--- config.mk ---
export PLATFORM = sky130hd
export DESIGN_NAME = ps2_device_phy
export DESIGN_NICKNAME = d
export VERILOG_FILES = /design/src/rtl/ps2_pkg.sv /design/src/rtl/ps2_line_sync.sv /design/src/rtl/ps2_device_phy.sv
export SDC_FILE = /design/constraint.sdc
export NUM_CORES = 1
export LEC_CHECK = 0
export CAP_MARGIN = 15
export CORE_AREA = 2 2 70 121
export DETAILED_ROUTE_END_ITERATION = 6
export DIE_AREA = 0 0 72 123
export DONT_BUFFER_PORTS = 1
export REMOVE_ABC_BUFFERS = 1
export SLEW_MARGIN = 20
export SYNTH_ARGS = -nofsm -noshare
export SYNTH_HDL_FRONTEND = slang
export SYNTH_SLANG_ARGS = --single-unit
--- constraint.sdc ---
create_clock -name clk -period 5.15 [get_ports clk]
set_clock_uncertainty 0.2 [all_clocks]
set_input_delay 0.515 -clock clk [delete_from_list [all_inputs] [get_ports clk]]
set_output_delay 0.515 -clock clk [all_outputs]
set_load 0.05 [all_outputs]
--- src/rtl/ps2_pkg.sv ---
// Shared PS/2 definitions for the device-side PHY and the host-side transceiver.
//   ps2_state_e : line-protocol FSM states
//   FRAME_BITS  : device-to-host frame length (start, 8 data, parity, stop)
//   RX_BITS     : host-to-device bits clocked in after the start bit
//   odd_parity  : parity bit that makes data plus parity hold an odd count of ones
package ps2_pkg;

  localparam int unsigned FRAME_BITS = 11;
  localparam int unsigned RX_BITS    = 10;

  typedef enum logic [2:0] {
    StIdle,
    StTx,
    StRtsWait,
    StRx,
    StAck
  } ps2_state_e;

  function automatic logic odd_parity(input logic [7:0] data);
    return ~^data;
  endfunction

endpackage

--- src/rtl/ps2_line_sync.sv ---
// Two-flop synchronizer for one open-collector PS/2 line.
//   clk_i   : system clock
//   reset_i : synchronous active-high reset (line reads released/high)
//   d_i     : asynchronous pad level
//   q_o     : synchronized level
module ps2_line_sync (
  input  logic clk_i,
  input  logic reset_i,
  input  logic d_i,
  output logic q_o
);

  logic meta_q;
  logic sync_q;

  always_ff @(posedge clk_i) begin
    if (reset_i) begin
      meta_q <= 1'b1;
      sync_q <= 1'b1;
    end else begin
      meta_q <= d_i;
      sync_q <= meta_q;
    end
  end

  assign q_o = sync_q;

endmodule

--- src/rtl/ps2_device_phy.sv ---
// Device-side PS/2 PHY: generates the PS/2 clock, sends 11-bit device frames,
// detects host request-to-send, clocks in host bytes and returns the line ACK.
//   clk, reset            : system clock, synchronous active-high reset
//   wr_ps2, din           : transmit request and byte (taken only when idle)
//   ps2_c_in, ps2_d_in    : pad levels of the PS/2 clock and data lines
//   ps2_c_out, ps2_d_out  : 0 = pull line low, 1 = release
//   dout                  : last received host byte
//   busy                  : frame in progress
//   tx_done, tx_abort     : one-cycle transmit completion / inhibit-abort pulses
//   rx_done, rx_err       : one-cycle receive pulse with parity/stop error flag
module ps2_device_phy
  import ps2_pkg::*;
#(
  parameter int unsigned CLK_HALF = 2500,
  parameter int unsigned RTS_MIN  = 5000
) (
  input  logic       clk,
  input  logic       reset,
  input  logic       wr_ps2,
  input  logic [7:0] din,
  input  logic       ps2_c_in,
  input  logic       ps2_d_in,
  output logic       ps2_c_out,
  output logic       ps2_d_out,
  output logic [7:0] dout,
  output logic       busy,
  output logic       tx_done,
  output logic       tx_abort,
  output logic       rx_done,
  output logic       rx_err
);

  localparam int unsigned CntMax = (CLK_HALF > RTS_MIN) ? CLK_HALF : RTS_MIN;
  localparam int unsigned CntW   = $clog2(CntMax + 1);

  localparam logic [CntW-1:0] HalfLast  = CntW'(CLK_HALF - 1);
  localparam logic [CntW-1:0] HalfFull  = CntW'(CLK_HALF);
  localparam logic [CntW-1:0] RtsLast   = CntW'(RTS_MIN - 1);
  localparam logic [3:0]      TxLastBit = 4'(FRAME_BITS - 1);
  localparam logic [3:0]      RxLastBit = 4'(RX_BITS - 1);

  logic c_s, d_s;

  ps2_line_sync u_sync_c (
    .clk_i   (clk),
    .reset_i (reset),
    .d_i     (ps2_c_in),
    .q_o     (c_s)
  );

  ps2_line_sync u_sync_d (
    .clk_i   (clk),
    .reset_i (reset),
    .d_i     (ps2_d_in),
    .q_o     (d_s)
  );

  ps2_state_e        state_q, state_d;
  // Low-run counter while idle, half-period counter in every other state.
  logic [CntW-1:0]   cnt_q, cnt_d;
  logic [CntW-1:0]   hi_run_q, hi_run_d;
  logic [3:0]        bit_q, bit_d;
  // Phase within a bit: TX 0 = clock released, 1 = low; RX/ACK 0 = low, 1 = released.
  logic              ph_q, ph_d;
  logic [10:0]       frame_q, frame_d;
  logic [9:0]        rx_q, rx_d;
  logic              c_out_q, c_out_d;
  logic              d_out_q, d_out_d;
  logic [7:0]        dout_q, dout_d;
  logic              busy_q, busy_d;
  logic              tx_done_q, tx_done_d;
  logic              tx_abort_q, tx_abort_d;
  logic              rx_done_q, rx_done_d;
  logic              rx_err_q, rx_err_d;

  logic              half_end;
  logic [3:0]        bit_nxt;

  assign half_end = (cnt_q == HalfLast);
  assign bit_nxt  = bit_q + 4'd1;

  always_comb begin
    state_d    = state_q;
    cnt_d      = cnt_q;
    bit_d      = bit_q;
    ph_d       = ph_q;
    frame_d    = frame_q;
    rx_d       = rx_q;
    c_out_d    = c_out_q;
    d_out_d    = d_out_q;
    dout_d     = dout_q;
    tx_done_d  = 1'b0;
    tx_abort_d = 1'b0;
    rx_done_d  = 1'b0;
    rx_err_d   = 1'b0;

    // Saturating count of consecutive synchronized clock-high cycles.
    if (!c_s)                  hi_run_d = '0;
    else if (hi_run_q == HalfFull) hi_run_d = hi_run_q;
    else                       hi_run_d = hi_run_q + CntW'(1);

    unique case (state_q)
      StIdle: begin
        c_out_d = 1'b1;
        d_out_d = 1'b1;
        bit_d   = '0;
        ph_d    = 1'b0;
        cnt_d   = c_s ? '0 : cnt_q + CntW'(1);
        // RTS wins over a same-cycle write; the write is dropped.
        if (!c_s && cnt_q == RtsLast) begin
          state_d = StRtsWait;
          cnt_d   = '0;
        end else if (wr_ps2 && hi_run_q == HalfFull) begin
          state_d = StTx;
          cnt_d   = '0;
          frame_d = {1'b1, odd_parity(din), din, 1'b0};
          d_out_d = 1'b0;
        end
      end

      StTx: begin
        if (half_end) begin
          cnt_d = '0;
          if (!ph_q) begin
            if (!c_s) begin
              // Host is holding the clock low: back off immediately.
              c_out_d    = 1'b1;
              d_out_d    = 1'b1;
              tx_abort_d = 1'b1;
              state_d    = StIdle;
            end else begin
              ph_d    = 1'b1;
              c_out_d = 1'b0;
            end
          end else begin
            ph_d    = 1'b0;
            c_out_d = 1'b1;
            if (bit_q == TxLastBit) begin
              d_out_d   = 1'b1;
              tx_done_d = 1'b1;
              state_d   = StIdle;
            end else begin
              bit_d   = bit_nxt;
              d_out_d = frame_q[bit_nxt];
            end
          end
        end else begin
          cnt_d = cnt_q + CntW'(1);
        end
      end

      StRtsWait: begin
        c_out_d = 1'b1;
        d_out_d = 1'b1;
        if (c_s) begin
          if (!d_s) begin
            state_d = StRx;
            c_out_d = 1'b0;
            cnt_d   = '0;
            ph_d    = 1'b0;
            bit_d   = '0;
          end else begin
            state_d = StIdle;
            cnt_d   = '0;
          end
        end
      end

      StRx: begin
        if (half_end) begin
          cnt_d = '0;
          if (!ph_q) begin
            ph_d    = 1'b1;
            c_out_d = 1'b1;
          end else begin
            rx_d[bit_q] = d_s;
            ph_d        = 1'b0;
            c_out_d     = 1'b0;
            if (bit_q == RxLastBit) begin
              state_d = StAck;
              // Acknowledge only a good stop bit by pulling data low.
              d_out_d = ~d_s;
            end else begin
              bit_d = bit_nxt;
            end
          end
        end else begin
          cnt_d = cnt_q + CntW'(1);
        end
      end

      StAck: begin
        if (half_end) begin
          cnt_d = '0;
          if (!ph_q) begin
            ph_d    = 1'b1;
            c_out_d = 1'b1;
          end else begin
            ph_d      = 1'b0;
            d_out_d   = 1'b1;
            dout_d    = rx_q[7:0];
            rx_done_d = 1'b1;
            rx_err_d  = (rx_q[8] != odd_parity(rx_q[7:0])) | ~rx_q[9];
            state_d   = StIdle;
          end
        end else begin
          cnt_d = cnt_q + CntW'(1);
        end
      end

      default: begin
        state_d = StIdle;
        cnt_d   = '0;
        c_out_d = 1'b1;
        d_out_d = 1'b1;
      end
    endcase

    busy_d = (state_d != StIdle);
  end

  always_ff @(posedge clk) begin
    if (reset) begin
      state_q    <= StIdle;
      cnt_q      <= '0;
      hi_run_q   <= '0;
      bit_q      <= '0;
      ph_q       <= 1'b0;
      frame_q    <= '1;
      rx_q       <= '0;
      c_out_q    <= 1'b1;
      d_out_q    <= 1'b1;
      dout_q     <= '0;
      busy_q     <= 1'b0;
      tx_done_q  <= 1'b0;
      tx_abort_q <= 1'b0;
      rx_done_q  <= 1'b0;
      rx_err_q   <= 1'b0;
    end else begin
      state_q    <= state_d;
      cnt_q      <= cnt_d;
      hi_run_q   <= hi_run_d;
      bit_q      <= bit_d;
      ph_q       <= ph_d;
      frame_q    <= frame_d;
      rx_q       <= rx_d;
      c_out_q    <= c_out_d;
      d_out_q    <= d_out_d;
      dout_q     <= dout_d;
      busy_q     <= busy_d;
      tx_done_q  <= tx_done_d;
      tx_abort_q <= tx_abort_d;
      rx_done_q  <= rx_done_d;
      rx_err_q   <= rx_err_d;
    end
  end

  assign ps2_c_out = c_out_q;
  assign ps2_d_out = d_out_q;
  assign dout      = dout_q;
  assign busy      = busy_q;
  assign tx_done   = tx_done_q;
  assign tx_abort  = tx_abort_q;
  assign rx_done   = rx_done_q;
  assign rx_err    = rx_err_q;

endmodule

Word level (Yosys, flattened, before mapping)
Cells that the tools add are included.
{ "word_totals": {"reg_bits": 73, "latch_bits": 0, "mem_bits_rw": 0, "rom_bits": 0, "inputBits": 13, "output_inout_bits": 15, "word_cells": 146, "memories": 0} }
{ "op_classes": {"addsub": 3, "mul": 0, "div_mod_pow": 0, "order_cmp": 3, "eq_ne": 24, "shift": 0, "muxes": 64, "n_bitwise": 9, "reduce_logical": 24} }
{ "ops": {"columns": ["operator", "n"], "rows": [
  ["$mux 13", 5],
  ["$pmux 13 s3", 1],
  ["$mux 3", 12],
  ["$mux 4", 8],
  ["$mux 1", 29],
  ["$add 13x1->13 const B", 2],
  ["$eq 13x12->1 const B", 2],
  ["$ne 2x2->1 const B", 11],
  ["$pmux 4 s4", 1],
  ["$reduce_xnor 8->1", 2],
  ["$pmux 3 s5", 1],
  ["$eq 13x13->1 const B", 1],
  ["$pmux 1 s4", 3],
  ["$reduce_or 4->1", 3],
  ["$bwmux 10", 1],
  ["$lt 4x5->1 const B", 2],
  ["$reduce_and 3->1", 3],
  ["$reduce_and 9->1", 1],
  ["$eq 4x4->1 const B", 2],
  ["$not 1->1", 8],
  ["$reduce_bool 4->1", 2],
  ["$reduce_and 7->1", 1],
  ["$eq 3x2->1 const B", 2],
  ["$reduce_or 3->1", 2],
  ["other kinds (18)", 22]
]} }

Logic depth before layout (Yosys ltp)
{ "logic_depth": {"word_depth": 7, "mapped_depth": 8, "depth_no_buf": 7} }

Hierarchy
A second synthesis with hierarchy kept.
{ "hier_totals": {"cells_unflattened": 455, "hier_area_um2": 3802.4} }
{ "modules_own_cells": {"columns": ["module", "n_inst", "cells_each", "area_per_inst_um2"], "rows": [
  ["ps2_device_phy", 1, 447, 3697.3],
  ["ps2_line_sync", 2, 4, 52.6]
]} }

Worst setup path after synthesis
OpenSTA, ideal clock, no wires.
{ "synth_path": {"kind": "flip-flop to flip-flop", "start": "register cnt_q[3]", "end": "register rx_q[4]", "setup_ns": 0.127, "t_arrival_ns": 1.886, "required_ns": 4.823, "slack_ns": 2.937, "path_stages_with_launch": 6, "n_path_buf": 0, "synth_period_minus_slack_ns": 2.213, "cell_sequence": "dfxtp_1 -> or3_4 -> or4_4 -> nor3_4 -> nand4b_1 -> mux2i_1"} }
{ "synth_via": {"elab_chain_cells": 2} }
{ "synth_lines": {"columns": ["item", "line", "text"], "rows": [
  ["from (decl)", "ps2_device_phy.sv:60", "logic [CntW-1:0] cnt_q, cnt_d;"],
  ["from (signal assigned)", "ps2_device_phy.sv:241", "cnt_q <= cnt_d;"],
  ["$eq 13x12->1", "ps2_device_phy.sv:79", "assign half_end = (cnt_q == HalfLast);"],
  ["$reduce_and 3->1 (no source line)", null, null],
  ["to (signal assigned)", "ps2_device_phy.sv:246", "rx_q <= rx_d;"],
  ["to (decl)", "ps2_device_phy.sv:66", "logic [9:0] rx_q, rx_d;"]
]} }
Every way passes these cells.
A chain may end at the register's enable or synchronous reset.

Worst setup path in the final report
{ "layout_path": {"start": "register state_q[1]", "end": "register cnt_q[7]"} }
{ "layout_via": {"elab_chain_cells": 3, "elab_cells_between_ends": 8, "classes_between": "eq/ne (5); mux (1); reduce/logical (2)"} }
{ "layout_lines": {"columns": ["item", "line", "text"], "rows": [
  ["from (decl)", "ps2_device_phy.sv:58", "ps2_state_e state_q, state_d;"],
  ["from (signal assigned)", "ps2_device_phy.sv:224", "state_q <= StIdle;"],
  ["from (signal assigned)", "ps2_device_phy.sv:240", "state_q <= state_d;"],
  ["$eq 3x3->1, or another cell as far along", "ps2_device_phy.sv:102", "unique case (state_q)"],
  ["$reduce_or 3->1 (no source line)", null, null],
  ["$pmux 13 s3", "ps2_device_phy.sv:102", null]
]} }
Parallel ways exist; a longest one is shown, timed or not.

==> results.tsv <==
metric	value	unit
Post CTS Setup Buffer Count	0	
remaining global-route overflow	0	
Reg clk slew, reported paths	0.06	ns
Cell Area, Synth	0.00383	mm²
Sum Neg Setup Slack	0	ns
post-route setup slack	2.29	ns
P&R area growth vs syn	10.1	%
post-CTS sizing	0	
clock power share	54.5	%
leak pwr	1.57	nW
all-layer global routing usage	21.5	%
post-synth top area share	38.1	%
worst-case reg-to-reg path depth	5	
CTS tree	done	
critical path required time	5.18	ns
Initial DRT Pass Iterations	5	
final core utilization	53.4	%
RR Startpoint	state_q[1]	
antenna violations before repair	0	
H-tree levels	3	
max incr delay on CP	0.81	ns
pin count of the biggest net entering global routing	39	
Port-buffer cells	0	
Die ar.	0.00886	mm²
routability cong.	0.947	
Die W	72	µm
Max-Cap Viols	0	
# placed instances	520	
Worst-Margin Slew	0.986	ns
total CTS buffers	9	
status	complete, no violations	
CP endpoint kind	flip-flop	
FF-to-FF setup slack	2.29	ns
post-synthesis sequential element count	73	
Post-synth top flop	dfxtp_1	
routed wire length	8.93	mm
sw frac	19.4	%
Final Hold Vio Count	0	
post-route cell area	0.00422	mm²
VDD IR max	190	µV
vias in the first global route	3093	
number of instances on the worst hold path	1	
first-pass GRT wire length	14.9	mm
final worst path period share	55.6	%
Final HPWL DP	6.36	mm
drt initial violations	190	
Avg Cell Area, Syn	8.48	µm²
Slew HR	34.0	%
CP max stage cell	nor3b_2	
Pwr Density	314	mW/mm²
pre-CTS setup slack	2.39	ns
IO Pins	28	
CP Data Arrival Time	2.89	ns
Worst Setup Start Kind	flip-flop	
clock root buffer	clkbuf_16	
Synth area leaders	dfxtp_1 (38%), nand2_1 (5.7%), mux2i_1 (5.0%)	
Logic pwr share	2.3	%
drt drc	0	
ANT nets after route	0	
WS Path Type	flip-flop to flip-flop	
Synth Instances	452	
dpl cell area	0.00387	mm²
Clock Latency Late Sink	0.34	ns
Vias/cell	6.00	
Hold Path Origin	reset	
internal power	1.07	mW
most common cell after layout, fill and taps aside	dfxtp_1	
diode count	0	
Final Max Tran Viols	0	
Finished Layout Cells	536	
CTS Sinks	73	
row count	43	
CTS Buffer Depth	2	
cell accounting for the most synthesized area	dfxtp_1	
Setup violations, final	0	
Post-CTS Hold Buffers	0	
wire per inst	16.7	µm
post-synthesis sequential area ratio	38.1	%
CP Max Fanout	19	
Final Power	1.33	mW
Post-synth EDFFs	0	
unrepaired setup endpoints after global routing	false	
power share of the sequential group	43.1	%
RR Endpoint	cnt_q[7]	
worst hold path type	primary input to flip-flop	
Synth cell types	58	
Max Freq	349	MHz
share of cells above drive strength 1	8.30	%
hold_ws	0.0487	ns
most frequent cells in the layout	dfxtp_1 (73), nand2_1 (58), nor2_1 (38), nand3_1 (28)	
Die Height	123	µm
Hold Path Sink	cnt_q[8]	
Std-Cell Core Area	0.00791	mm²
Vias	3214	
net switching power	258	µW
Async SR Flop Fraction	0	%
starting density of the core	48.5	%
YS warnings	0	
min cycle time layout	2.86	ns
cell chain of the critical path	or2_2 -> or3_1 -> nor3b_2 -> nor2_1 -> o41ai_1	
Layout Nets	461	
## area by class of cell
class	count	area, µm²
multi-input cells	348	2260
repair buffers	1	7.51
inverters	8	30.0
clock buffers	12	246
well taps	90	113
clock inverters	4	98.8
flip-flops and latches	73	1460
fillers	751	3690
## critical path, delay by kind of cell (launching register included)
kind / cells / cell delay (ns)
and+or+nand+nor: 4 / 1.70
DFF: 1 / 0.47
AOI/OAI and AO/OA: 1 / 0.38
## routing by layer
layer	vias up	wire length [µm]	global-route usage, %	share of wire [%]
li1	1603	-	-	-
met1	1528	3520	23.2	39
met2	70	4890	39.9	55
met3	13	293	4.48	3.3
met4	0	225	8.96	2.5
met5	-	0	0	0
## sequential cells by signal, summed over array words and instances, names as in the netlist
register	count
u_sync_d.meta_q	1
bit_q	4
tx_abort	1
ps2_c_out	1
tx_done	1
dout	8
u_sync_c.meta_q	1
state_q	3
hi_run_q	13
rx_q	10
u_sync_c.q_o	1
u_sync_d.q_o	1
ph_q	1
frame_q	10
cnt_q	13
rx_done	1
rx_err	1
ps2_d_out	1
busy	1
## synthesized netlist by cell type, types with 2 or more instances
library cell,n
and4_1,3
nor4_4,3
mux2_2,2
nor4b_1,4
dfxtp_1,73
ha_1,7
o211ai_1,3
o221ai_1,6
nand2_1,58
xor2_1,6
o41ai_1,2
nor4_1,2
and3_1,7
mux4_2,2
or2_2,5
clkbuf_1,22
nand4b_1,4
o2111ai_1,2
nor3b_1,5
nand3b_1,3
a31oi_1,5
nor2_1,39
mux2i_1,19
a21oi_1,20
inv_1,8
and2_1,5
nor3_1,16
a211oi_1,3
nand4_1,10
nand3_1,28
o22ai_1,4
nand2b_1,6
nand4bb_1,2
or3_1,3
xnor2_1,20
nor2b_1,5
o21ai_0,19
## kinds of logic (layout without fill, tap and decap cells)
family                     after synthesis  count (layout)  synth area share (%)
adders and majority gates                7               7                  2.28
and+or+nand+nor                        217             217                  31.4
buffers and inverters                   31              25                  3.07
xor gates and xnor gates                26              26                  5.94
AOI/OAI and AO/OA                       75              75                  12.5
muxes                                   23              23                  6.72
DFF                                     73              73                  38.1
## power groups by stage
stage | clock network [mW] | registers (mW) | logic, mW
after global routing | 0.764 | 0.573 | 0.0354
after global placement | 0 | 0.585 | 0.0306
after detailed placement | 0 | 0.585 | 0.0314
final | 0.724 | 0.572 | 0.0309
after floorplan | 0 | 0.584 | 0.0252
after CTS | 0.737 | 0.572 | 0.0316
## worst max path at each step
stage	start	to	slack, ns
after floorplan	state_q[1]	cnt_q[11]	2.48
after global placement	state_q[1]	cnt_q[7]	2.45
after detailed placement	state_q[1]	cnt_q[7]	2.39
after CTS	state_q[1]	cnt_q[7]	2.32
after global routing	state_q[1]	cnt_q[7]	2.01
final	state_q[1]	cnt_q[7]	2.29
Note: power is estimated with default switching activity, not from simulation.
